<file path="src/rtl/fetch_pkg.sv">
// Shared types and constants for the instruction fetch stage and its halfword buffer.
package fetch_pkg;

  localparam logic [31:0] NOP_INSTR = 32'h0000_0013;
  localparam logic [3:0]  except_instr_access_fault = 4'd1;
  localparam int          BUF_HW = 3;

  typedef enum logic [1:0] {
    S_IDLE    = 2'd0,
    S_REQ     = 2'd1,
    S_DISCARD = 2'd2,
    S_FAULT   = 2'd3
  } fetch_state_t;

  typedef struct packed {
    logic        valid;
    logic [31:0] pc;
    logic [31:0] instr;
    logic        exception;
    logic [3:0]  ecause;
    logic [31:0] etval;
  } fetch_out_type;

  localparam fetch_out_type FETCH_BUBBLE = '{valid: 1'b0, pc: 32'h0, instr: NOP_INSTR,
                                             exception: 1'b0, ecause: 4'h0, etval: 32'h0};

endpackage

</file>
<file path="src/rtl/fetch_buffer.sv">
// Three-halfword realignment buffer. The incoming word is merged combinationally so a
// response can be consumed in the same cycle it arrives.
module fetch_buffer
  import fetch_pkg::*;
(
  input  logic        clk,
  input  logic        rst,
  input  logic        i_flush,
  input  logic [31:0] i_flush_pc,
  input  logic        i_app,
  input  logic        i_app_hi_only,
  input  logic [31:0] i_app_word,
  input  logic        i_consume,
  output logic        o_ready,
  output logic        o_is16,
  output logic        o_space,
  output logic [31:0] o_instr,
  output logic [31:0] o_pc,
  output logic [31:0] o_tail_pc
);

  logic [BUF_HW-1:0][15:0] r_hw;
  logic [2:0]              r_cnt;
  logic [31:0]             r_pc;
  logic [BUF_HW+1:0][15:0] w_m;
  logic [2:0]              w_mcnt;
  logic [2:0]              w_take;
  logic [2:0]              w_rem;

  always_comb begin
    w_m    = '0;
    w_mcnt = r_cnt;
    for (int i = 0; i < BUF_HW; i++) begin
      if (3'(i) < r_cnt) w_m[i] = r_hw[i];
    end
    if (i_app) begin
      if (i_app_hi_only) begin
        w_m[r_cnt] = i_app_word[31:16];
        w_mcnt     = r_cnt + 3'd1;
      end else begin
        w_m[r_cnt]        = i_app_word[15:0];
        w_m[r_cnt + 3'd1] = i_app_word[31:16];
        w_mcnt            = r_cnt + 3'd2;
      end
    end
  end

  assign o_is16    = (w_m[0][1:0] != 2'b11);
  assign o_ready   = (w_mcnt >= 3'd2) || ((w_mcnt == 3'd1) && o_is16);
  assign o_instr   = {w_m[1], w_m[0]};
  assign w_take    = (i_consume && o_ready) ? (o_is16 ? 3'd1 : 3'd2) : 3'd0;
  assign w_rem     = w_mcnt - w_take;
  assign o_space   = (w_rem <= 3'd1);
  assign o_pc      = r_pc;
  assign o_tail_pc = r_pc + {28'h0, r_cnt, 1'b0};

  always_ff @(posedge clk) begin
    if (rst || i_flush) begin
      r_cnt <= 3'd0;
      r_hw  <= '0;
      r_pc  <= {i_flush_pc[31:1], 1'b0};
    end else begin
      r_cnt <= w_rem;
      r_pc  <= r_pc + {28'h0, w_take, 1'b0};
      for (int i = 0; i < BUF_HW; i++) begin
        r_hw[i] <= w_m[3'(i) + w_take];
      end
    end
  end

endmodule

</file>
<file path="src/rtl/fetch_stage.sv">
// Instruction fetch stage: word requests to imem, 16/32-bit realignment, registered f_* outputs.
// imem handshake: imem_valid/imem_addr are held stable until the cycle imem_ready=1; data and err are valid only then.
module fetch_stage
  import fetch_pkg::*;
#(
  parameter logic [31:0] RESET_PC = 32'h0000_0000
) (
  input  logic         clk,
  input  logic         rst,
  output logic         imem_valid,
  output logic [31:0]  imem_addr,
  input  logic         imem_ready,
  input  logic [31:0]  imem_rdata,
  input  logic         imem_err,
  input  logic         redirect,
  input  logic [31:0]  redirect_pc,
  input  logic         stall,
  output logic         f_valid,
  output logic [31:0]  f_pc,
  output logic [31:0]  f_instr,
  output logic         f_exception,
  output logic [3:0]   f_ecause,
  output logic [31:0]  f_etval,
  output fetch_state_t dbg_state
);

  fetch_state_t  r_state, w_state_nxt;
  logic [31:0]   r_addr, w_addr_nxt;
  logic [31:0]   r_pend, w_pend_nxt;
  logic [31:0]   r_fault_pc, w_fault_pc_nxt;
  logic          r_drop, w_drop_nxt;
  logic          r_fault_pend, w_fault_pend_nxt;
  fetch_out_type r_f, w_f_nxt;

  logic        w_resp, w_accept, w_consume;
  logic        w_buf_ready, w_buf_is16, w_buf_space;
  logic [31:0] w_buf_instr, w_buf_pc, w_buf_tail_pc, w_flush_pc, w_redir_addr;

  assign w_resp       = (r_state == S_REQ) && imem_ready;
  assign w_accept     = w_resp && !redirect && !imem_err;
  assign w_consume    = !stall && !redirect;
  assign w_flush_pc   = rst ? RESET_PC : redirect_pc;
  assign w_redir_addr = {redirect_pc[31:2], 2'b00};

  fetch_buffer u_buf (
    .clk          (clk),
    .rst          (rst),
    .i_flush      (redirect),
    .i_flush_pc   (w_flush_pc),
    .i_app        (w_accept),
    .i_app_hi_only(r_drop),
    .i_app_word   (imem_rdata),
    .i_consume    (w_consume),
    .o_ready      (w_buf_ready),
    .o_is16       (w_buf_is16),
    .o_space      (w_buf_space),
    .o_instr      (w_buf_instr),
    .o_pc         (w_buf_pc),
    .o_tail_pc    (w_buf_tail_pc)
  );

  always_comb begin
    w_state_nxt      = r_state;
    w_addr_nxt       = r_addr;
    w_pend_nxt       = r_pend;
    w_drop_nxt       = r_drop;
    w_fault_pend_nxt = r_fault_pend;
    w_fault_pc_nxt   = r_fault_pc;
    w_f_nxt          = r_f;
    if (w_accept) begin
      w_addr_nxt = r_addr + 32'd4;
      w_drop_nxt = 1'b0;
    end
    if (redirect) begin
      w_drop_nxt       = redirect_pc[1];
      w_fault_pend_nxt = 1'b0;
      w_f_nxt          = FETCH_BUBBLE;
      // An unanswered request must finish at its old address before the new one goes out.
      if ((r_state == S_REQ || r_state == S_DISCARD) && !imem_ready) begin
        w_state_nxt = S_DISCARD;
        w_pend_nxt  = w_redir_addr;
      end else begin
        w_state_nxt = S_REQ;
        w_addr_nxt  = w_redir_addr;
      end
    end else begin
      case (r_state)
        S_IDLE:    if (w_buf_space) w_state_nxt = S_REQ;
        S_REQ: begin
          if (imem_ready) begin
            if (imem_err) begin
              w_state_nxt      = S_FAULT;
              w_fault_pend_nxt = 1'b1;
              w_fault_pc_nxt   = w_buf_tail_pc;
            end else begin
              w_state_nxt = w_buf_space ? S_REQ : S_IDLE;
            end
          end
        end
        S_DISCARD: begin
          if (imem_ready) begin
            w_state_nxt = S_REQ;
            w_addr_nxt  = r_pend;
          end
        end
        default: ;
      endcase
      if (!stall) begin
        if (w_buf_ready) begin
          w_f_nxt = '{valid: 1'b1, pc: w_buf_pc,
                      instr: w_buf_is16 ? {16'h0, w_buf_instr[15:0]} : w_buf_instr,
                      exception: 1'b0, ecause: 4'h0, etval: 32'h0};
        end else if (r_state == S_FAULT && r_fault_pend) begin
          w_f_nxt = '{valid: 1'b1, pc: r_fault_pc, instr: NOP_INSTR, exception: 1'b1,
                      ecause: except_instr_access_fault, etval: r_fault_pc};
          w_fault_pend_nxt = 1'b0;
        end else begin
          w_f_nxt = FETCH_BUBBLE;
        end
      end
    end
  end

  always_ff @(posedge clk) begin
    if (rst) begin
      r_state      <= S_IDLE;
      r_addr       <= {RESET_PC[31:2], 2'b00};
      r_pend       <= 32'h0;
      r_drop       <= RESET_PC[1];
      r_fault_pend <= 1'b0;
      r_fault_pc   <= 32'h0;
      r_f          <= FETCH_BUBBLE;
    end else begin
      r_state      <= w_state_nxt;
      r_addr       <= w_addr_nxt;
      r_pend       <= w_pend_nxt;
      r_drop       <= w_drop_nxt;
      r_fault_pend <= w_fault_pend_nxt;
      r_fault_pc   <= w_fault_pc_nxt;
      r_f          <= w_f_nxt;
    end
  end

  assign imem_valid  = (r_state == S_REQ) || (r_state == S_DISCARD);
  assign imem_addr   = r_addr;
  assign f_valid     = r_f.valid;
  assign f_pc        = r_f.pc;
  assign f_instr     = r_f.instr;
  assign f_exception = r_f.exception;
  assign f_ecause    = r_f.ecause;
  assign f_etval     = r_f.etval;
  assign dbg_state   = r_state;

endmodule
</file>
<file path="config.mk">
export PLATFORM = sky130hd
export DESIGN_NAME = fetch_stage
export DESIGN_NICKNAME = d
export VERILOG_FILES = /design/src/rtl/fetch_pkg.sv /design/src/rtl/fetch_buffer.sv /design/src/rtl/fetch_stage.sv
export SDC_FILE = /design/constraint.sdc
export NUM_CORES = 1
export LEC_CHECK = 0
export ABC_CLOCK_PERIOD_IN_PS = 8400
export CAP_MARGIN = 5
export CORE_MARGIN = 1.5
export CORE_UTILIZATION = 45
export DETAILED_ROUTE_END_ITERATION = 8
export HOLD_SLACK_MARGIN = 0.08
export PLACE_DENSITY_LB_ADDON = 0.1
export RECOVER_POWER = 50
export SYNTH_ARGS = -nofsm -noshare
export SYNTH_HDL_FRONTEND = slang
export SYNTH_SLANG_ARGS = --single-unit
</file>
<file path="constraint.sdc">
create_clock -name clk -period 8.4 [get_ports clk]
set_clock_uncertainty 0.2 [all_clocks]
set_input_delay 1.68 -clock clk [delete_from_list [all_inputs] [get_ports clk]]
set_output_delay 1.68 -clock clk [all_outputs]
set_load 0.02 [all_outputs]
</file>
# Word level (Yosys, flattened, before mapping)
# Index checks and enable logic that the tools add are counted.
classes:
  n_addsub: 8
  order_cmp: 12
  eq_ne: 8
  muxes: 48
  bitwise_logic: 1
  reduce_logical: 24
ops:
  columns: ["op", "n"]
  rows:
  - ["32-bit two-way mux", 8]
  - ["80-bit bitwise mux", 3]
  - ["102-bit two-way mux", 2]
  - ["80-bit two-way mux", 2]
  - ["16-bit binary-select mux with 3-bit select", 3]
  - ["16-bit two-way mux", 8]
  - ["16-bit demux with 3-bit select", 2]
  - ["32-bit by 4-bit adder with 32-bit output", 2]
  - ["32-bit by 3-bit adder with 32-bit output (second input constant)", 1]
  - ["3-bit by 4-bit < comparator with 1-bit output (second input constant)", 5]
  - ["2-bit two-way mux", 7]
  - ["1-bit logical AND", 10]
  - ["1-bit two-way mux", 9]
  - ["3-bit two-way mux", 3]
  - ["3-bit != test (second input constant)", 3]
  - ["4-bit AND reduction", 2]
  - ["3-bit by 1-bit greater-or-equal comparator with 1-bit output (second input constant)", 2]
  - ["1-bit by 3-bit < comparator with 1-bit output (first input constant)", 2]
  - ["2-bit case mux with 3 select lines", 1]
  - ["2-bit equality test (second input constant)", 2]
  - ["1-bit zero test", 4]
  - ["4-bit nonzero test", 1]
  - ["1-bit by 3-bit adder with 3-bit output (first input constant)", 1]
  - ["2-bit by 3-bit adder with 3-bit output (first input constant)", 1]
  - ["15 further kinds", 17]
totals:
  reg_bits: 283
  inputBits: 70
  output_inout_bits: 137
  word_cells: 119

# Longest topological paths before layout
depth:
  word_depth: 20
  depth_mapped: 20
  mapped_depth_nobuf: 18

# Hierarchy
# A second synthesis with hierarchy kept.
unflattened:
  hier_cells: 1990
  area_unflattened_um2: 15319.7
by_module_without_submodules:
  columns: ["mod", "n_inst", "cells_each", "area_each_um2"]
  rows:
  - ["fetch_stage", 1, 969, 8011.4]
  - ["fetch_buffer", 1, 1021, 7308.3]

# Worst setup path before layout
# Ideal clock, no wire load.
synth_timing:
  kind: "input port to flip-flop"
  start: "in imem_ready"
  end: "reg u_buf.r_pc[21], in the netlist u_buf.o_pc[21]"
  arrival_time_ns: 5.281
  path_slack_ns: 2.828
  stages: 17
  path_buffers: 3
  cell_sequence: "buf_2 -> and4bb_1 -> buf_4 -> o211ai_2 -> o32ai_2 -> a211o_1 -> nand2b_4 -> inv_1 -> clkbuf_1 -> ha_1 -> fa_1 -> nand3_1 -> nand2b_1 -> nor3_1 -> nand2_1 -> or3_1 -> a311oi_1"
synth_between:
  elab_chain_len: 11
  word_cells_on_any_way: 15
  cone_classes: "add/sub (1); order compare (1); eq/ne (2); mux (5); reduce/logical (6)"
synth_lines:
  columns: ["element", "line", "text"]
  rows:
  - ["start: declaration", "fetch_stage.sv:12", "input logic imem_ready,"]
  - ["1-bit logical AND (*)", "fetch_stage.sv:39", "assign w_resp = (r_state == S_REQ) && imem_ready;"]
  - ["1-bit logical AND (*) (2 in a row)", "fetch_stage.sv:40", "assign w_accept = w_resp && !redirect && !imem_err;"]
  - ["branches (longest 5 deep; another with 3-bit by 2-bit greater-or-equal comparator with 1-bit output)", null, null]
  - ["3-bit two-way mux (*)", "fetch_buffer.sv:51", "assign w_take = (i_consume && o_ready) ? (o_is16 ? 3'd1 : 3'd2) : 3'd0;"]
  - ["32-bit by 4-bit adder with 32-bit output (*)", "fetch_buffer.sv:64", "r_pc <= r_pc + {28'h0, w_take, 1'b0};"]
  - ["32-bit two-way mux (*)", "fetch_buffer.sv:58", "if (rst || i_flush) begin"]
  - ["end signal: assignment", "fetch_buffer.sv:61", "r_pc <= {i_flush_pc[31:1], 1'b0};"]
  - ["end signal: assignment", "fetch_buffer.sv:64", null]
  - ["end: declaration", "fetch_buffer.sv:24", "logic [31:0] r_pc;"]
# Mark *: on every way between the ends.
# A chain may end at the register's enable or synchronous reset.

# Worst setup path after layout
layout_timing:
  start: "in imem_ready"
  end: "reg u_buf.r_pc[23], in the netlist u_buf.o_pc[23]"
# The elaborated chain is that of the path after synthesis.

==> reports/metrics.csv <==
stage,metric,value,unit
worst_setup_path,ff2ff_path_depth,17,
floorplanning,core,32540,um2
power_and_ir_drop,pwr-share-clk,0.424,
synthesis,synth_top_cell_by_area,sky130_fd_sc_hd__dfxtp_1,
detailed_routing,drt-met1-wl,21.36,mm
cts,worstSkewPairLatency,0.58,ns
synthesis,synth_xor_xnor_area_share,0.05054,
finish,final_core_util,0.5482,
timing,rsz0062_at_grt,no,
detailed_routing,vias_per_cell,6.157,
timing,worst_slew_pin_slew,2.531,ns
synthesis,synthesis.instances,1907,
power_and_ir_drop,totalPowerFinal,3.196,mW
placement,dp_worst_setup_slack,1.259,ns
power_and_ir_drop,internal-power,2.281,mW
cts,tritoncts_clock_tree,yes,
global_route,first_pass_grt_wire_length,83.96,mm
synthesis,synth_enable_flop_cells,0,
timing,relSlewSlack,-0.6871,
synthesis,synth_compound_area_frac,0.2802,
worst_setup_path,crit_slowest_cell,sky130_fd_sc_hd__clkbuf_1,
power_and_ir_drop,power.density,179.2,nW/um2
worst_setup_path,cp.arrival,7.67,ns
global_route,globalRoute.totalOverflow,0,
synthesis,async_reset_ff_frac,0,
synthesis,synth_ff_type,sky130_fd_sc_hd__dfxtp_1,
placement,gp_routability_congestion,0.9377,
worst_setup_path,critPathMaxStageDelay,1.24,ns
synthesis,post_synth_main_area_contributors,"sky130_fd_sc_hd__dfxtp_1 37%, sky130_fd_sc_hd__a21oi_1 6.4%, sky130_fd_sc_hd__nor2_1 6.0%",
timing,setup-tns-final,0,ns
timing,slew_viol_final,87,
synthesis,synth_adder_area_share,0.01836,
timing,hold_viol,0,
global_route,first_global_vias,14250,
detailed_routing,drt_pre_antenna_iters,6,
synthesis,synth_area_in_simple_gates,0.1826,
cts,cts.path.max_buffers,3,
synthesis,synth_top_area_share,0.3679,
placement,io_buffer_count,198,
floorplanning,placement_rows,66,
power_and_ir_drop,power_frac_seq,0.439,
detailed_routing,drt.antenna.violating_nets,0,
synthesis,synthMostInstantiatedCell,sky130_fd_sc_hd__dfxtp_1,
synthesis,largest_family_of_logic_cells_by_synthesized_area,compound AO/OA/AOI/OAI gates,
timing,setup_violations_final,0,
min_path,worstHoldPathCells,2,
cts,cts.root.buffer_cell,sky130_fd_sc_hd__clkbuf_16,
power_and_ir_drop,power_frac_comb,0.137,
detailed_routing,dr.first_iter.drc_count,1337,
status,result_of_the_run,"complete, but fails checks",
power_and_ir_drop,switching_share,0.2862,
power_and_ir_drop,max-vdd-ir-drop,0.1455,mV
detailed_routing,routed_len_inst,22.38,um
detailed_routing,route.detailed.drc,0,
global_route,globalRouteTotalUtil,0.3158,
worst_setup_path,crit_path_start_kind,primary input,
cts,htree_num_levels,1,
worst_setup_path,critical_path.cell_chain,dlygate4sd3_1 -> nand4bb_1 -> buf_4 -> clkbuf_1 -> nand3_1 -> o211ai_1 -> or2_1 -> nand3_2 -> inv_2 -> fa_1 -> nand3_1 -> nand2b_1 -> nor3_1 -> nand2_1 -> or3_1 -> a311oi_1,
floorplanning,initial_utilization,0.4565,
synthesis,synth.cell_area,14850,um2
detailed_routing,maxUsedRoutingLayer,met5,
synthesis,synth_top_cells_by_count,"273 x sky130_fd_sc_hd__dfxtp_1, 237 x sky130_fd_sc_hd__nor2_1, 203 x sky130_fd_sc_hd__nand2_1",
global_route,grt_antenna_before_repair,2,
status,violations,"capacitance limit, slew limit",
worst_setup_path,type_of_the_worst_setup_path,primary input to register,
synthesis,yosysUniqueCellTypes,72,
finish,layout-drive-gt1-share,0.05392,
worst_setup_path,crit_path_most_repeated_cell,sky130_fd_sc_hd__nand3_1,
detailed_routing,dr_wl_met3,3.366,mm
cts,post-cts-setup-buffers,0,
finish,area.growth.synth_to_final,20.08,%
timing,fin_ws,1.017,ns
cts,cts_hold_buf,0,
timing,timing.fmax,135.5,MHz
synthesis,yosys_register_bits,273,
worst_setup_path,critical_path.endpoint_type,register,
power_and_ir_drop,total_switching_power,0.9148,mW
worst_setup_path,cp_max_fo,26,
floorplanning,fp.dieH,184.7,um
job,maxCapViolCount,2,
timing,final.hold.worst_slack,0.2521,ns
synthesis,fraction_of_synthesized_area_in_multiplexers,0.03917,
placement,dpl.hpwl,36.26,mm
timing,post-route-period-util,0.8789,
synthesis,share_of_the_yosys_chip_area_belonging_to_registers,0.3679,
cts,cts_repair_resize_count,0,
detailed_routing,route.vias.total,15060,
floorplanning,num_io_pins,207,
cts,cts.reportedPaths.clkPinSlew,0.06,ns
min_path,min-delay-path-class,register to register,
timing,timing.final.crit_period,7.383,ns
detailed_routing,met2_wirelength,26.47,mm
global_route,grt_start_max_net_pins,90,
worst_setup_path,critPathRequiredTime,8.69,ns
cts,clock_sink_count,273,
synthesis,syn-mean-instance-area,7.789,um2
detailed_routing,totalWireLength,54.74,mm
power_and_ir_drop,power.static_leakage,6.472,nW
finish,final_nets,2068,
synthesis,synthesis.yosys.warnings,0,
cts,numCtsBuffers,31,
floorplanning,chipWidth,184.7,um
floorplanning,fp.dieArea,34110,um2
==> critical path, delay by kind of cell <==
family | cells | cell delay (ns)
and+or+nand+nor | 9 | 2.70
AOI/OAI and AO/OA | 2 | 0.44
buffers and inverters | 4 | 2.57
adders and majority gates | 1 | 0.25
==> layer usage <==
layer,up-vias,global-route usage
met5,-,0
met4,2,0.1883
met2,618,0.5417
li1,7006,-
met1,7259,0.3751
met3,175,0.04446
==> through the flow <==
step	cell area (um2)	instances
after detailed placement	16840	2387
after global routing	17840	2446
after global placement	16840	2387
after floorplan	14880	1913
final	17840	2446
after CTS	17850	2445
==> kinds of logic after synthesis <==
kind of cell             after synthesis
adder cells (fa/ha/maj)               20
multiplexers                          58
XOR/XNOR                              84
other                                  1
AO/OA/AOI/OAI                        638
flip-flops                           273
AND/OR/NAND/NOR                      615
buffers and inverters                218
==> power by group through the flow <==
stage / clock network, mW / registers, mW / logic [mW]
2_1_floorplan: 0 / 1.43 / 0.259
3_3_place_gp: 0 / 1.43 / 0.435
3_5_place_dp: 0 / 1.43 / 0.440
4_1_cts: 1.37 / 1.40 / 0.442
5_1_grt: 1.41 / 1.41 / 0.473
6_report: 1.35 / 1.40 / 0.438
==> state kept, by name, summed over array words and instances, names as in the netlist <==
name,count
u_buf.r_hw,48
f_instr,32
f_etval,31
f_pc,31
r_fault_pc,31
u_buf.o_pc,31
imem_addr,30
r_pend,30
u_buf.r_cnt,3
dbg_state,2
f_ecause,1
f_valid,1
r_drop,1
r_fault_pend,1
==> cells in the final DEF, fill, tap and decap left out, types with 43 or more instances in the layout <==
cell type	instances
sky130_fd_sc_hd__a211oi_1	55
sky130_fd_sc_hd__o22ai_1	67
sky130_fd_sc_hd__dfxtp_1	273
sky130_fd_sc_hd__a21oi_1	188
sky130_fd_sc_hd__o21ai_0	101
sky130_fd_sc_hd__dlygate4sd3_1	131
sky130_fd_sc_hd__mux2i_1	57
sky130_fd_sc_hd__nor2_1	233
sky130_fd_sc_hd__nand3_1	43
sky130_fd_sc_hd__a22oi_1	64
sky130_fd_sc_hd__a221oi_1	49
sky130_fd_sc_hd__clkdlybuf4s50_1	64
sky130_fd_sc_hd__nand2_1	203
sky130_fd_sc_hd__a22o_1	47
sky130_fd_sc_hd__xnor2_1	44
==> cell type report <==
class | count | area, um2
flip-flops and latches | 273 | 5465
inverters | 22 | 82.58
well taps | 442 | 553.0
clock inverters | 12 | 106.4
multi-input cells | 1422 | 8542
fillers | 3149 | 14700
repair buffers | 228 | 2183
diodes | 1 | 2.502
clock buffers | 46 | 902.1
==> final timing paths <==
check,slack [ns],end,start
setup / recovery,1.02,u_buf.o_pc[23],imem_ready
hold / removal,0.25,r_pend[16],r_pend[16]
setup reg to reg,2.07,u_buf.o_pc[23],dbg_state[1]
hold reg to reg,0.25,r_pend[16],r_pend[16]
Power figures use the tool's default switching activity.
